==> src/rtl/gpio_debounce_pkg.sv <==
// Shared types and limits for the debounced GPIO interrupt input block.
package gpio_debounce_pkg;

    localparam int unsigned MaxNumIn = 32;

    typedef enum logic {
        Stable,
        Counting
    } chan_state_e;

endpackage

==> src/rtl/debounce_chan.sv <==
// One input channel: synchroniser, polarity invert, debounce FSM/counter and edge pulses.
module debounce_chan
    import gpio_debounce_pkg::*;
#(
    parameter int unsigned CntWidth   = 20,
    parameter int unsigned SyncStages = 2,
    parameter logic        ResetState = 1'b0
) (
    input  logic                clk_i,
    input  logic                rst_i,
    input  logic                pin_i,
    input  logic                invert_i,
    input  logic [CntWidth-1:0] debounce_cycles_i,
    output logic                state_o,
    output logic                rise_o,
    output logic                fall_o,
    output logic                rise_next_o,
    output logic                fall_next_o
);

    logic [SyncStages-1:0] sync_q;
    logic                  level;
    chan_state_e           fsm_q, fsm_d;
    logic [CntWidth-1:0]   cnt_q, cnt_d;
    logic [CntWidth-1:0]   cnt_sat;
    logic [CntWidth:0]     cnt_inc;
    logic [CntWidth-1:0]   dmin;
    logic                  state_q, state_d;
    logic                  rise_q, fall_q;
    logic                  update;

    assign level   = sync_q[SyncStages-1] ^ invert_i;
    assign dmin    = (debounce_cycles_i == '0) ? CntWidth'(1) : debounce_cycles_i;
    // One bit wider so the completion compare can never wrap.
    assign cnt_inc = {1'b0, cnt_q} + (CntWidth + 1)'(1);
    assign cnt_sat = (&cnt_q) ? cnt_q : cnt_q + CntWidth'(1);

    always_comb begin
        fsm_d  = fsm_q;
        cnt_d  = cnt_q;
        update = 1'b0;
        case (fsm_q)
            Stable: begin
                cnt_d = '0;
                if (level != state_q) begin
                    if (dmin == CntWidth'(1)) begin
                        update = 1'b1;
                    end else begin
                        cnt_d = CntWidth'(1);
                        fsm_d = Counting;
                    end
                end
            end
            Counting: begin
                if (level == state_q) begin
                    cnt_d = '0;
                    fsm_d = Stable;
                end else if (cnt_inc >= {1'b0, dmin}) begin
                    update = 1'b1;
                    cnt_d  = '0;
                    fsm_d  = Stable;
                end else begin
                    cnt_d = cnt_sat;
                end
            end
            default: begin
                cnt_d = '0;
                fsm_d = Stable;
            end
        endcase
        state_d = update ? level : state_q;
    end

    assign rise_next_o = update & level;
    assign fall_next_o = update & ~level;

    always_ff @(posedge clk_i) begin
        if (rst_i) begin
            sync_q  <= {SyncStages{ResetState ^ invert_i}};
            fsm_q   <= Stable;
            cnt_q   <= '0;
            state_q <= ResetState;
            rise_q  <= 1'b0;
            fall_q  <= 1'b0;
        end else begin
            sync_q  <= {sync_q[SyncStages-2:0], pin_i};
            fsm_q   <= fsm_d;
            cnt_q   <= cnt_d;
            state_q <= state_d;
            rise_q  <= rise_next_o;
            fall_q  <= fall_next_o;
        end
    end

    assign state_o = state_q;
    assign rise_o  = rise_q;
    assign fall_o  = fall_q;

endmodule

==> src/rtl/gpio_debounce_irq.sv <==
// Debounced GPIO inputs with per-channel sticky edge interrupts and a registered summary irq.
module gpio_debounce_irq
    import gpio_debounce_pkg::*;
#(
    parameter int unsigned      NumIn      = 16,
    parameter int unsigned      CntWidth   = 20,
    parameter int unsigned      SyncStages = 2,
    parameter logic [NumIn-1:0] ResetState = '0
) (
    input  logic                clk_i,
    input  logic                rst_i,
    input  logic [NumIn-1:0]    pins_i,
    input  logic [NumIn-1:0]    invert_i,
    input  logic [CntWidth-1:0] debounce_cycles_i,
    input  logic [NumIn-1:0]    rise_en_i,
    input  logic [NumIn-1:0]    fall_en_i,
    input  logic [NumIn-1:0]    irq_clear_i,
    output logic [NumIn-1:0]    state_o,
    output logic [NumIn-1:0]    rise_o,
    output logic [NumIn-1:0]    fall_o,
    output logic [NumIn-1:0]    irq_status_o,
    output logic                irq_o
);

    logic [NumIn-1:0] rise_next, fall_next;
    logic [NumIn-1:0] irq_set;
    logic [NumIn-1:0] irq_status_q, irq_status_d;
    logic             irq_q;

    for (genvar i = 0; i < NumIn; i++) begin : gen_chan
        debounce_chan #(
            .CntWidth  (CntWidth),
            .SyncStages(SyncStages),
            .ResetState(ResetState[i])
        ) u_chan (
            .clk_i            (clk_i),
            .rst_i            (rst_i),
            .pin_i            (pins_i[i]),
            .invert_i         (invert_i[i]),
            .debounce_cycles_i(debounce_cycles_i),
            .state_o          (state_o[i]),
            .rise_o           (rise_o[i]),
            .fall_o           (fall_o[i]),
            .rise_next_o      (rise_next[i]),
            .fall_next_o      (fall_next[i])
        );
    end

    // Status is set on the same edge the debounced level updates; a new event beats a clear.
    assign irq_set      = (rise_next & rise_en_i) | (fall_next & fall_en_i);
    assign irq_status_d = (irq_status_q & ~irq_clear_i) | irq_set;

    always_ff @(posedge clk_i) begin
        if (rst_i) begin
            irq_status_q <= '0;
            irq_q        <= 1'b0;
        end else begin
            irq_status_q <= irq_status_d;
            irq_q        <= |irq_status_q;
        end
    end

    assign irq_status_o = irq_status_q;
    assign irq_o        = irq_q;

endmodule

==> config.mk <==
export PLATFORM = sky130hd
export DESIGN_NAME = gpio_debounce_irq
export DESIGN_NICKNAME = d
export VERILOG_FILES = /design/src/rtl/gpio_debounce_pkg.sv /design/src/rtl/debounce_chan.sv /design/src/rtl/gpio_debounce_irq.sv
export SDC_FILE = /design/constraint.sdc
export NUM_CORES = 1
export LEC_CHECK = 0
export BUFFER_PORTS_ARGS = -buffer_cell sky130_fd_sc_hd__buf_2
export CORE_MARGIN = 4
export CORE_UTILIZATION = 62
export CTS_BUF_LIST = sky130_fd_sc_hd__clkbuf_4 sky130_fd_sc_hd__clkbuf_8 sky130_fd_sc_hd__clkbuf_16
export CTS_CLUSTER_DIAMETER = 30
export DETAILED_ROUTE_END_ITERATION = 10
export GPL_TIMING_DRIVEN = 0
export PLACE_DENSITY = 0.81
export SLEW_MARGIN = 20
export SYNTH_ARGS = -nofsm -noshare
export SYNTH_HDL_FRONTEND = slang
export SYNTH_SLANG_ARGS = --single-unit
==> constraint.sdc <==
create_clock -name clk_i -period 4.66 [get_ports clk_i]
set_input_delay 0.699 -clock clk_i [delete_from_list [all_inputs] [get_ports clk_i]]
set_output_delay 0.699 -clock clk_i [all_outputs]
set_load 0.1 [all_outputs]
==> metrics <==
outcome=finished, final reports clean; crit path max-delay cell type=clkbuf_2; top post-synthesis cells by area=dfxtp_1, ha_1, xnor2_1; post-synth top area cell=dfxtp_1; Post-synth ARST share=0; post-synthesis adder-cell area fraction=0.158; final HPWL from detailed placement=54300 um; R2R Path Start=gen_chan[8].u_chan.cnt_q[0]$_SDFFE_PP0P_; largest net degree at the start of global routing=17; xor/xnor cell area share of the yosys netlist=0.107; DR pass1 iterations=6; static leakage=15.4 nW; final setup violating endpoints=0; minimum clock period=4.42 ns; Std-Cell Rows=75; final instance area=0.0314 sq mm; Hold Worst Slack=0.270 ns; vias=24299; GRT Total Usage=0.337; synth cell count leaders=dfxtp_1, ha_1, a21oi_1; CTS H-tree lvls=3; total core area=0.0422 sq mm; Post-synth EDFFs=0; overall die width=215 um; Die H=215 um; WS Path Type=in2reg; Longest Clk Path Bufs=3; Yosys warning total=0; Starting DRT DRC Count=1827; mux cell area share after synthesis=0.0102; crit-path cells=buf_2 -> nor4_1 -> nand4_1 -> nor4_4 -> buf_4 -> clkbuf_2 -> or2_4 -> ha_1 -> nand2b_1 -> a211oi_1 -> o21bai_1 -> a31o_2 -> a31oi_1 -> nand3_1 -> clkbuf_1 -> nor2b_1; Detailed Route WL=81100 um; Syn Inst Count=3077; # IOs=167; Min-Delay Startpoint=irq_clear_i[13]; synthesized flop and latch total=433; number of CTS-inserted buffers=96; Worst Tran Pin Value=1.22 ns; # DRC=0; CP startpoint kind=input pin; Worst setup startpoint=debounce_cycles_i[2]; final hold vios=0; Max FO, Critical Path=10; # port buffers=166; total congestion overflow=0; proportion of netlist area held by the largest area contributor=0.326; # fillers=2936; Crit. End Element=flip-flop; post-synthesis simple-gate area fraction=0.226; RePlAce Congestion=0.932; largest family of logic cells by synthesized area=simple AND/OR/NAND/NOR gates; Netlist cell types=80; fin. max-slew vios=0; clock slew at reported path FFs=0.05 ns; Post-synth top flop=dfxtp_1; synthesized area per cell=8.65 sq um; final period utilization=0.948; NumNets Final=3786; post-synthesis sequential area ratio=0.326; vias per std cell=6.13; initial antenna violation count=7; Mapped Nets=3515; first-pass GRT wire length=127000 um; clock skew=0.0207 ns; full die area=0.0463 sq mm; area grow syn2layout=18.0%; Hold/Removal Path Class=in2reg; TritonCTS sink count=433; Fmax achieved=0.226 GHz; Slew HR=0.184; Pwr per Cell Area=384 mW/mm^2; vias in the first global route=24590; clock root buffer=clkbuf_16; wire per inst=20.5 um; Synth Area in Compound Gates=0.120; most common cell in the netlist=dfxtp_1; Setup WS pre-CTS=-1.54 ns; Clk Latency, worst-skew pair=0.62 ns; worst path required time=5.20 ns; CTS tree=yes; Peak VDD IR=0.000482 V; RSZ-0062 raised after global routing=no; crit path DAT=4.96 ns; CP peak stage delay=0.47 ns; initial core utilization=0.631; worst setup margin=0.242 ns; share of cells above drive strength 1=0.147; post-route ant nets=0; Cell Area, Placed=0.0281 sq mm; Post-CTS Hold Buffers=0; max cap viols=0; Post-Syn Area=0.0266 sq mm
-- routing by layer --
layer  GRT usage  vias up  share of wire
li1            -    11351              -
met1       0.391    11492           0.38
met2       0.549     1120           0.45
met3      0.0799      330          0.094
met4       0.239        6          0.075
met5           0        -        0.00054
-- registers in the layout (all words and copies together) (netlist names) --
name / cells
irq_status_o: 16
gen_chan.u_chan.state_o: 16
gen_chan.u_chan.fall_o: 16
irq_o: 1
gen_chan.u_chan.fsm_q: 16
gen_chan.u_chan.sync_q: 32
gen_chan.u_chan.rise_o: 16
gen_chan.u_chan.cnt_q: 320
-- through the flow --
step | utilization | TNS, ns | power (mW) | instances
floorplan | - | 0 | 5.01 | 3077
global route | 0.744 | 0 | 12.5 | 3965
global placement | 0.666 | -340.24 | 5.39 | 3782
detailed placement | 0.666 | -373.01 | 5.45 | 3782
CTS | 0.743 | 0 | 12.1 | 3959
finish | 0.744 | 0 | 12.1 | 3966
-- critical path: cells and delay by family --
| kind | cells | cell delay [ns] |
|---|---|---|
| AOI/OAI and AO/OA | 4 | 1.10 |
| buffers and inverters | 4 | 1.13 |
| and+or+nand+nor | 7 | 1.76 |
| adders and majority gates | 1 | 0.26 |
-- cell families after synthesis --
kind of cell,after synthesis
AO/OA/AOI/OAI,518
XOR/XNOR,324
adder cells (fa/ha/maj),336
buffers and inverters,326
flip-flops,433
multiplexers,26
AND/OR/NAND/NOR,1114
-- cell usage in the layout, fill, tap and decap left out, types with 15 or more instances in the layout --
master / n
nor4_1: 15
a211oi_1: 18
and4_1: 45
xnor2_1: 187
clkinv_2: 21
buf_4: 57
nand4_1: 80
nor2b_1: 115
nor2_1: 225
nor3_1: 40
clkbuf_16: 99
nand2_1: 174
o21ai_0: 86
or2_2: 20
nand2b_1: 37
a21oi_1: 236
and2_1: 36
xor2_1: 137
a21o_1: 57
a31oi_1: 19
dfxtp_1: 433
clkbuf_1: 34
nand3_1: 141
mux2i_1: 20
buf_2: 185
inv_1: 203
ha_1: 336
and3_1: 129
-- repair_timing --
| item | in CTS | in global routing |
|---|---|---|
| setup buffers | 2 | 5 |
| hold endpoints to repair | 0 | 0 |
| pin swaps | 1 | 1 |
| gates resized for setup | 2 | 0 |
| endpoints found under the setup margin | 357 | 18 |
-- path summary, 6_finish.rpt --
path,to,slack [ns],depth (start not counted)
worst min register to register,gen_chan[3].u_chan.sync_q[1]$_DFF_P_,0.43,2
worst max-delay path,gen_chan[15].u_chan.cnt_q[15]$_SDFFE_PP0P_,0.24,16
worst min-delay path,irq_status_o[13]$_SDFF_PP0_,0.27,2
worst max register to register,gen_chan[8].u_chan.cnt_q[19]$_SDFFE_PP0P_,0.63,17
-- final cells by class --
type | instances | area (sq um) | share of cell area
Tap cell | 539 | 674 | 0.0215
Sequential cell | 433 | 8670 | 0.276
Antenna cell | 2 | 5.00 | 0.000159
Inverter | 218 | 818 | 0.0260
Buffer | 108 | 632 | 0.0201
Clock buffer | 114 | 2630 | 0.0838
Multi-Input combinational cell | 2318 | 16500 | 0.525
Clock inverter | 61 | 587 | 0.0187
Timing Repair Buffer | 173 | 896 | 0.0285
-- power by group --
part | switching, mW | internal, mW | total, mW
clock | 2.23 | 4.41 | 6.64
combinational | 1.02 | 0.460 | 1.48
sequential | 0.125 | 3.84 | 3.96
total | 3.37 | 8.71 | 12.1
Power figures use the tool's default switching activity.
